`src/rtl/vector_mem_responder_if.sv`:
```
// Bus bundle for vector_mem_responder.
//   req_*  : processor request channel (valid/ready handshake, scalar or 256-bit vector)
//   rsp_*  : one-cycle completion pulse plus held scalar/vector read results
//   ram_*  : single-port 16-bit registered RAM port (read data one cycle after address)
// Modports:
//   master : the environment (processor + RAM) side
//   slave  : the responder side
interface vector_mem_responder_if #(
  parameter int unsigned ADDR_W = 16
);
  logic              req_valid;
  logic              req_ready;
  logic              req_write;
  logic              req_vec;
  logic [31:0]       req_addr;
  logic [31:0]       req_wdata;
  logic [255:0]      req_wvec;
  logic              rsp_valid;
  logic [31:0]       rsp_rdata;
  logic [255:0]      rsp_rvec;
  logic [ADDR_W-1:0] ram_addr;
  logic              ram_we;
  logic [15:0]       ram_wdata;
  logic [15:0]       ram_rdata;

  modport master (
    output req_valid, req_write, req_vec, req_addr, req_wdata, req_wvec, ram_rdata,
    input  req_ready, rsp_valid, rsp_rdata, rsp_rvec, ram_addr, ram_we, ram_wdata
  );

  modport slave (
    input  req_valid, req_write, req_vec, req_addr, req_wdata, req_wvec, ram_rdata,
    output req_ready, rsp_valid, rsp_rdata, rsp_rvec, ram_addr, ram_we, ram_wdata
  );
endinterface

```
`src/rtl/vector_mem_responder.sv`:
```
// Vector/scalar memory responder.
// Accepts one request at a time and serialises it into 16-bit beats on a single-port
// registered RAM: 2 beats for a 32-bit scalar, 16 beats for a 256-bit vector. Beat k
// targets halfword (base + k), wrapping modulo 2^ADDR_W.
// Ports:
//   clk   : clock, rising edge
//   reset : asynchronous, active-low
//   bus   : slave side of vector_mem_responder_if (request, response and RAM port)
// Timing (C0 = acceptance edge):
//   write : C1..CN drive beats, RESP in C(N+1)
//   read  : C1..CN drive addresses, DRAIN in C(N+1), RESP in C(N+2)
module vector_mem_responder #(
  parameter int unsigned ADDR_W = 16
) (
  input logic                   clk,
  input logic                   reset,
  vector_mem_responder_if.slave bus
);

  localparam int unsigned LaneW = 16;

  typedef enum logic [2:0] {
    StIdle,
    StWrite,
    StRead,
    StDrain,
    StResp
  } state_e;

  state_e            state_q, state_d;
  logic [3:0]        beat_q, beat_d;
  logic              vec_q, vec_d;
  logic              write_q, write_d;
  logic [255:0]      wbuf_q, wbuf_d;
  logic [255:0]      rbuf_q, rbuf_d;
  logic [ADDR_W-1:0] ram_addr_q, ram_addr_d;
  logic              ram_we_q, ram_we_d;
  logic [15:0]       ram_wdata_q, ram_wdata_d;
  logic [31:0]       rsp_rdata_q, rsp_rdata_d;
  logic [255:0]      rsp_rvec_q, rsp_rvec_d;

  logic [3:0]        beat_nxt;
  logic [3:0]        last_beat;
  logic [3:0]        cap_idx;
  logic [ADDR_W-1:0] req_base;

  // Only the halfword address bits matter; byte bit 0 and upper bits are ignored.
  logic unused_addr;
  assign unused_addr = ^{bus.req_addr[31:ADDR_W+1], bus.req_addr[0]};

  assign req_base  = bus.req_addr[ADDR_W:1];
  assign beat_nxt  = beat_q + 4'd1;
  assign last_beat = vec_q ? 4'd15 : 4'd1;

  always_comb begin
    state_d     = state_q;
    beat_d      = beat_q;
    vec_d       = vec_q;
    write_d     = write_q;
    wbuf_d      = wbuf_q;
    rbuf_d      = rbuf_q;
    ram_addr_d  = ram_addr_q;
    ram_we_d    = ram_we_q;
    ram_wdata_d = ram_wdata_q;
    rsp_rdata_d = rsp_rdata_q;
    rsp_rvec_d  = rsp_rvec_q;
    cap_idx     = '0;

    unique case (state_q)
      StIdle: begin
        if (bus.req_valid) begin
          write_d    = bus.req_write;
          vec_d      = bus.req_vec;
          wbuf_d     = bus.req_vec ? bus.req_wvec : {224'b0, bus.req_wdata};
          beat_d     = '0;
          ram_addr_d = req_base;
          if (bus.req_write) begin
            // Beat 0 goes out in C1, so it is registered at the acceptance edge.
            ram_we_d    = 1'b1;
            ram_wdata_d = bus.req_vec ? bus.req_wvec[15:0] : bus.req_wdata[15:0];
            state_d     = StWrite;
          end else begin
            state_d = StRead;
          end
        end
      end

      StWrite: begin
        if (beat_q == last_beat) begin
          ram_we_d = 1'b0;
          state_d  = StResp;
        end else begin
          beat_d      = beat_nxt;
          ram_addr_d  = ram_addr_q + ADDR_W'(1);
          ram_wdata_d = wbuf_q[LaneW*beat_nxt +: LaneW];
        end
      end

      StRead: begin
        // RAM data for beat k-1 arrives in the cycle that presents beat k's address.
        if (beat_q != 4'd0) begin
          cap_idx                          = beat_q - 4'd1;
          rbuf_d[LaneW*cap_idx +: LaneW]   = bus.ram_rdata;
        end
        if (beat_q == last_beat) begin
          state_d = StDrain;
        end else begin
          beat_d     = beat_nxt;
          ram_addr_d = ram_addr_q + ADDR_W'(1);
        end
      end

      StDrain: begin
        // Final lane lands now; publish the assembled word straight to the held result.
        cap_idx                        = beat_q;
        rbuf_d[LaneW*cap_idx +: LaneW] = bus.ram_rdata;
        if (vec_q) begin
          rsp_rvec_d = rbuf_d;
        end else begin
          rsp_rdata_d = rbuf_d[31:0];
        end
        state_d = StResp;
      end

      StResp: begin
        state_d = StIdle;
      end

      default: begin
        state_d  = StIdle;
        ram_we_d = 1'b0;
      end
    endcase
  end

  always_ff @(posedge clk or negedge reset) begin
    if (!reset) begin
      state_q     <= StIdle;
      beat_q      <= '0;
      vec_q       <= 1'b0;
      write_q     <= 1'b0;
      wbuf_q      <= '0;
      rbuf_q      <= '0;
      ram_addr_q  <= '0;
      ram_we_q    <= 1'b0;
      ram_wdata_q <= '0;
      rsp_rdata_q <= '0;
      rsp_rvec_q  <= '0;
    end else begin
      state_q     <= state_d;
      beat_q      <= beat_d;
      vec_q       <= vec_d;
      write_q     <= write_d;
      wbuf_q      <= wbuf_d;
      rbuf_q      <= rbuf_d;
      ram_addr_q  <= ram_addr_d;
      ram_we_q    <= ram_we_d;
      ram_wdata_q <= ram_wdata_d;
      rsp_rdata_q <= rsp_rdata_d;
      rsp_rvec_q  <= rsp_rvec_d;
    end
  end

  // write_q records the request direction; the state encodes it during the transfer.
  logic unused_write;
  assign unused_write = write_q;

  assign bus.req_ready = (state_q == StIdle);
  assign bus.rsp_valid = (state_q == StResp);
  assign bus.rsp_rdata = rsp_rdata_q;
  assign bus.rsp_rvec  = rsp_rvec_q;
  assign bus.ram_addr  = ram_addr_q;
  assign bus.ram_we    = ram_we_q;
  assign bus.ram_wdata = ram_wdata_q;

endmodule

```
`src/flat_wrapper.sv`:
```
// flat-port wrapper written by rule: the top's interface ports become plain ports
module vector_mem_responder_flat 
#(
  parameter int unsigned ADDR_W = 16
)
  (clk, reset, bus_req_valid, bus_req_write, bus_req_vec, bus_req_addr, bus_req_wdata, bus_req_wvec, bus_ram_rdata, bus_req_ready, bus_rsp_valid, bus_rsp_rdata, bus_rsp_rvec, bus_ram_addr, bus_ram_we, bus_ram_wdata);
  vector_mem_responder_if #(.ADDR_W(ADDR_W)) bus_i ();
  input logic clk;
  input logic reset;
  input wire logic [$bits(bus_i.req_valid)-1:0] bus_req_valid;
  input wire logic [$bits(bus_i.req_write)-1:0] bus_req_write;
  input wire logic [$bits(bus_i.req_vec)-1:0] bus_req_vec;
  input wire logic [$bits(bus_i.req_addr)-1:0] bus_req_addr;
  input wire logic [$bits(bus_i.req_wdata)-1:0] bus_req_wdata;
  input wire logic [$bits(bus_i.req_wvec)-1:0] bus_req_wvec;
  input wire logic [$bits(bus_i.ram_rdata)-1:0] bus_ram_rdata;
  output wire logic [$bits(bus_i.req_ready)-1:0] bus_req_ready;
  output wire logic [$bits(bus_i.rsp_valid)-1:0] bus_rsp_valid;
  output wire logic [$bits(bus_i.rsp_rdata)-1:0] bus_rsp_rdata;
  output wire logic [$bits(bus_i.rsp_rvec)-1:0] bus_rsp_rvec;
  output wire logic [$bits(bus_i.ram_addr)-1:0] bus_ram_addr;
  output wire logic [$bits(bus_i.ram_we)-1:0] bus_ram_we;
  output wire logic [$bits(bus_i.ram_wdata)-1:0] bus_ram_wdata;
  assign bus_i.req_valid = bus_req_valid;
  assign bus_i.req_write = bus_req_write;
  assign bus_i.req_vec = bus_req_vec;
  assign bus_i.req_addr = bus_req_addr;
  assign bus_i.req_wdata = bus_req_wdata;
  assign bus_i.req_wvec = bus_req_wvec;
  assign bus_i.ram_rdata = bus_ram_rdata;
  assign bus_req_ready = bus_i.req_ready;
  assign bus_rsp_valid = bus_i.rsp_valid;
  assign bus_rsp_rdata = bus_i.rsp_rdata;
  assign bus_rsp_rvec = bus_i.rsp_rvec;
  assign bus_ram_addr = bus_i.ram_addr;
  assign bus_ram_we = bus_i.ram_we;
  assign bus_ram_wdata = bus_i.ram_wdata;
  vector_mem_responder #(.ADDR_W(ADDR_W)) u_core (.clk(clk), .reset(reset), .bus(bus_i));
endmodule
```
`config.mk`:
```
export PLATFORM = sky130hd
export DESIGN_NAME = vector_mem_responder_flat
export DESIGN_NICKNAME = d
export VERILOG_FILES = /design/src/rtl/vector_mem_responder_if.sv /design/src/rtl/vector_mem_responder.sv /design/src/flat_wrapper.sv
export SDC_FILE = /design/constraint.sdc
export NUM_CORES = 2
export LEC_CHECK = 0
export CAP_MARGIN = 0
export CORE_MARGIN = 4
export CORE_UTILIZATION = 49
export DETAILED_ROUTE_END_ITERATION = 12
export PLACE_DENSITY = 0.85
export SLEW_MARGIN = 5
export SYNTH_ARGS = -nofsm -noshare
export SYNTH_HDL_FRONTEND = slang
export SYNTH_SLANG_ARGS = --single-unit
export TNS_END_PERCENT = 50
```
`constraint.sdc`:
```
create_clock -name clk -period 3.9 [get_ports clk]
set_input_delay 1.17 -clock clk [delete_from_list [all_inputs] [get_ports clk]]
set_output_delay 1.17 -clock clk [all_outputs]
set_load 0.02 [all_outputs]
```
* Word level (Yosys, flattened, before mapping)
Index checks and enable logic that the tools add are counted.
Storage, ports and cells: bits of input ports 341, register bits 841, word-level logic and storage cells 75
Cells by class: add/sub/neg operators 5, shifts and indexed selects 5, reductions and logical operators 15, bitwise operators 2, equal/unequal tests 12, multiplexer cells 26
Operators with widths (count):
- $bwmux W256 | 2
- $mux W256 | 2
- $pmux W256 S2 | 1
- $shift A16 B34 Y256 const A | 2
- $shiftx A16 B34 Y256 | 2
- $shiftx A256 B9 Y16 | 1
- $mux W16 | 6
- $neg A8 Y34 | 2
- $pmux W16 S2 | 2
- $add A16 B1 Y16 const B | 1
- $mux W4 | 3
- $pmux W3 S4 | 1
- $mux W3 | 3
- $ne A2 B2 Y1 const B | 4
- $pmux W4 S2 | 1
- $reduce_and A2 Y1 | 4
- $reduce_and A4 Y1 | 2
- $eq A3 B2 Y1 const B | 2
- $ne A2 B1 Y1 const B | 3
- $reduce_and A3 Y1 | 2
- $reduce_bool A2 Y1 | 3
- $add A4 B1 Y4 const B | 1
- $eq A4 B4 Y1 | 1
- $reduce_bool A4 Y1 | 1
- 10 further kinds | 13

* Longest topological paths before layout
word-level depth 6, gate-level depth with buffers 15, mapped depth without buffers 10

* Least setup slack after synthesis
OpenSTA, ideal clock, no wires.
path kind register to register, start point register u_core.beat_q[0], end point register u_core.rbuf_q[198], buffers on the path 5, path slack 233 ps, setup time 126 ps, period minus slack after synthesis 3667 ps, cell stages (with the launch flop) 16, required time 3774 ps, data arrival time 3541 ps, cell sequence dfrtp_1 buf_2 inv_1 ha_1 buf_4 buf_4 xor2_2 nor2_1 ha_1 buf_6 or2_4 or4_4 a21oi_4 a31oi_4 buf_6 a221o_1
On the way: longest elaborated chain between the ends 6, elaborated cells on any way between the ends 14
RTL lines:
- start: declaration | line vector_mem_responder.sv:31 | logic [3:0] beat_q, beat_d;
- start signal: assignment | line vector_mem_responder.sv:151 | beat_q <= beat_d;
- $sub A4 B1 Y4 | line vector_mem_responder.sv:102 | cap_idx = beat_q - 4'd1;
- $neg A8 Y34 | line vector_mem_responder.sv:103 | rbuf_d[LaneW*cap_idx +: LaneW] = bus.ram_rdata;
- $shiftx A16 B34 Y256 / $shift A16 B34 Y256 (equally long branches) | line vector_mem_responder.sv:103
- $bwmux W256 | line vector_mem_responder.sv:103
- $mux W256 | line vector_mem_responder.sv:101 | if (beat_q != 4'd0) begin
- $pmux W256 S2 | line vector_mem_responder.sv:69 | unique case (state_q)
- end signal: assignment | line vector_mem_responder.sv:155 | rbuf_q <= rbuf_d;
- end: declaration | line vector_mem_responder.sv:35 | logic [255:0] rbuf_q, rbuf_d;
Several ways; a longest one is shown, not always the timed one. The select of a mux whose other input is x is not followed. A chain may end at the register's enable or synchronous reset.

* Worst setup path in the final report
start point register u_core.beat_q[0], end point register u_core.rbuf_q[64]
Same word-level chain as after synthesis.

==> impl_metrics.toml <==
[power]
power_leakage_nw = 22.4
swShare = 0.427
worst_ir_drop_vdd_v = 0.000538
p_per_area_nw_per_um2 = 885
seqPwrFrac = 0.341
pwr-share-clk = 0.196
p_switching_mw = 18.9
intPower_mw = 25.4
pwr-share-comb = 0.463

[logic_synthesis]
synth_edf_count = 0
synth_area_um2 = 39100
ys.flop_type = "dfrtp_1"
synth_nets = 4369
synth-async-reset-ratio = 1.00
ys_ff_latch = 841
yosys_warnings = 0
synth.distinct_cells = 86
synthCells = 4019
synth_area_per_cell_um2 = 9.73
ys_seq_area_frac = 0.538

[sta]
layout_setup_ws_ns = 0.220
fin_crit_sh = 0.943
hold_violations = 0
min_period_ns = 3.68
drv_slew = 0
skew_ns = 0.0515
finalSetupViolCount = 0
slew_headroom = 0.262
fmax_ghz = 0.272
worst_pin_slew_ns = 1.10

[clocking]
root_buffer = "clkbuf_16"
clk_pin_slew_ns = 0.06
cts_buffer_depth = 3
numCtsBuffers = 87
cts_setup_buffers = 0
cts_sinks = 841
worstSkewPairLatency_ns = 0.68
cts_tree = "yes"
htree_levels = 3

[routing]
drt-total-wl_mm = 140
ant_nets = 0
drc_errors = 0
post_drt_wl_per_cell_um = 24.5
vias_per_cell = 6.15
vias = 35062
initialDrtViolationCount = 4876
firstDrtPassIters = 9

[place]
routabilityCongestion = 0.915
dp_hpwl_mm = 99.8
pre_cts_slack_ns = 0.144
port_buffers = 647

[die]
rows = 103
dieArea_um2 = 84400
die_y_um = 290
ioPinCount = 664
core-area_um2 = 79000
die_x_um = 290
start_util = 0.495

[worst_hold_path]
holdPathEnd = "u_core.wbuf_q[194]$_DFFE_PN0P_"
hold_path_class = "flop to flop"
whs_path_depth = 2
worstHoldStart = "u_core.wbuf_q[194]$_DFFE_PN0P_"

[worst_setup_path]
crit_buf_inv = 1
crit_path_max_incr_delay_ns = 0.60
required_ns = 4.43
worstSetupPathType = "flop to flop"
timing.rr.start = "u_core.beat_q[0]$_DFFE_PN0P_"
crit_family = "compound AO/OA/AOI/OAI gates"
timing.rr.end = "u_core.rbuf_q[64]$_DFFE_PN0P_"
start_kind = "flop"
crit_path_cell_trace = "inv_1 > ha_4 > nand2_1 > nor2_1 > ha_1 > nand2b_1 > nor4_1 > a21boi_4 > a41oi_2 > a221o_1"
path_max_fanout = 17
worst_r2r_path_depth = 10
cp-end-kind = "flop"
critical_path_arrival_ns = 4.21
cp_slowest_cell = "a21boi_4"
reg2reg_slack_ns = 0.22

[grt]
grtUsageTotal = 0.321
overflow = 0
antenna_found_initial = 12
grt_pass1_vias = 34941
grtUsageMet2 = 0.527
grt_max_degree = 136
grtUsageMet3 = 0.0741
top_usage_layer = "met2"
grt_pass1_wl_mm = 211
met1_usage = 0.384

[cells_and_area]
final_util = 0.633
fillers = 6081
layout.nets = 4922
drive_above_1_share = 0.0888
syn_to_final_growth_pct = 27.9

[status]
status = "finished clean"

[job]
max_cap_viol_count = 0
-- worst max path at each step --
stage | from | end | slack (ns) | cells past startpoint
finish | u_core.beat_q[0]$_DFFE_PN0P_ | u_core.rbuf_q[64]$_DFFE_PN0P_ | 0.22 | 10
CTS | u_core.beat_q[0]$_DFFE_PN0P_ | u_core.rbuf_q[64]$_DFFE_PN0P_ | 0.13 | 10
global placement | u_core.beat_q[0]$_DFFE_PN0P_ | u_core.rbuf_q[74]$_DFFE_PN0P_ | 0.28 | 10
detailed placement | u_core.beat_q[0]$_DFFE_PN0P_ | u_core.rbuf_q[69]$_DFFE_PN0P_ | 0.14 | 10
global route | u_core.beat_q[0]$_DFFE_PN0P_ | u_core.rbuf_q[66]$_DFFE_PN0P_ | -0.001 | 10
floorplan | u_core.beat_q[0]$_DFFE_PN0P_ | u_core.rbuf_q[198]$_DFFE_PN0P_ | 0.23 | 15
-- placed cells by master (no fill, tap or decap), drive strengths merged, types with 6 or more instances in the layout --
master	netlist	layout
mux4	37	37
o22ai	42	42
a22o	16	16
clkinvlp	0	7
clkbuf	231	126
o211ai	25	25
a221o	143	143
o22a	6	6
clkinv	0	20
a21o	17	17
clkdlybuf4s50	0	645
inv	28	30
nand4	8	8
nor2b	6	6
a31oi	10	10
ha	9	9
nand3	289	289
and3	36	36
dfrtp	841	841
nor2	311	311
a21oi	194	194
nor4	8	8
mux2	22	22
buf	105	154
nor3	43	43
mux2i	230	230
nand2	913	913
a41oi	7	7
diode	0	9
o21ai	266	266
o221ai	71	71
a211oi	12	12
and2	25	25
-- cell usage after synthesis (4+ instances only) --
| library cell | count | area, µm² |
|---|---|---|
| nand2b_1 | 4 | 25.0 |
| clkbuf_1 | 231 | 867 |
| a221o_1 | 143 | 1430 |
| nor3_1 | 37 | 185 |
| and2_0 | 5 | 31.3 |
| nor2_1 | 310 | 1160 |
| xnor2_1 | 4 | 35.0 |
| mux2i_1 | 230 | 2300 |
| a21oi_2 | 5 | 43.8 |
| o211ai_1 | 23 | 173 |
| nor3_2 | 6 | 60.1 |
| mux2_2 | 17 | 191 |
| and3_1 | 36 | 225 |
| nand2_1 | 913 | 3430 |
| nand4_1 | 8 | 50.1 |
| a31oi_1 | 4 | 25.0 |
| buf_6 | 9 | 101 |
| mux2_1 | 5 | 56.3 |
| o32ai_1 | 5 | 43.8 |
| a22o_1 | 16 | 140 |
| a21o_1 | 17 | 128 |
| ha_1 | 9 | 113 |
| dfrtp_1 | 841 | 21000 |
| buf_1 | 10 | 37.5 |
| o21ai_0 | 259 | 1300 |
| buf_4 | 17 | 128 |
| o22ai_1 | 42 | 263 |
| a211oi_1 | 9 | 67.6 |
| o21ai_1 | 6 | 30.0 |
| or3_1 | 4 | 25.0 |
| nand3_1 | 289 | 1450 |
| o22a_1 | 6 | 52.6 |
| mux4_2 | 37 | 833 |
| and4_1 | 5 | 43.8 |
| inv_1 | 28 | 105 |
| a31oi_2 | 5 | 62.6 |
| nor2b_1 | 5 | 31.3 |
| a41oi_1 | 6 | 52.6 |
| o221ai_1 | 71 | 622 |
| a32o_1 | 4 | 40.0 |
| and2_1 | 20 | 125 |
| a21oi_1 | 188 | 941 |
| buf_2 | 69 | 345 |
-- final cells by class --
class,count,area [µm²],area share
repair buffers,800,7950,0.159
clock inverters,34,457,0.00913
diodes,9,22.5,0.000450
inverters,28,105,0.00210
clock buffers,125,2550,0.0510
multi-input cells,2814,16600,0.331
flip-flops and latches,841,21000,0.421
well taps,1050,1310,0.0263
-- power by group through the flow --
stage | logic, mW | registers [mW] | clock network (mW)
finish | 20.5 | 15.1 | 8.67
global route | 21.9 | 15.4 | 9.12
CTS | 20.4 | 15.0 | 8.73
detailed placement | 20.2 | 15.1 | 0
global placement | 19.7 | 14.9 | 0
floorplan | 10.1 | 16.2 | 0
-- cell families after synthesis --
kind of cell	share of synthesized area
compound gates	0.146
xor+xnor	0.00294
fa+ha+maj	0.00288
buf+inv	0.0405
flops	0.538
mux	0.0865
simple gates	0.183
-- flip-flops by register name, summed over array words and instances, names as in the netlist --
register / cells
u_core.vec_q: 1
u_core.bus.ram_we: 1
u_core.rbuf_q: 256
u_core.bus.ram_wdata: 16
u_core.state_q: 3
u_core.beat_q: 4
u_core.bus.rsp_rdata: 32
u_core.bus.ram_addr: 16
u_core.bus.rsp_rvec: 256
u_core.wbuf_q: 256
-- tightest hold or removal path, stage by stage (launching register included) --
cell and delay, ns:
dfrtp_1 0.34, nand2_1 0.05, nand2_1 0.05
-- through the flow --
step	hold WS (ns)	total power [mW]	cell area, µm²	setup TNS, ns	cells
5_1_grt	0.476	46.5	50000	-0.00227	5701
3_5_place_dp	0.450	35.3	47000	0	5533
6_report	0.461	44.2	50000	0	5701
4_1_cts	0.464	44.1	50000	0	5692
3_3_place_gp	0.445	34.6	47000	0	5533
2_1_floorplan	0.433	26.3	39100	0	4019
-- metal layers --
layer,routed length (µm),vias up,share of wire
li1,-,15265,-
met1,49400,17052,0.35
met2,66300,2255,0.47
met3,13800,486,0.099
met4,10300,4,0.074
met5,28,-,0.00020
-- timing repair --
item	4_1_cts	5_1_grt
resized for setup	0	2
hold buffers	0	0
setup endpoints to repair	0	17
(Power assumes the default switching activity.)
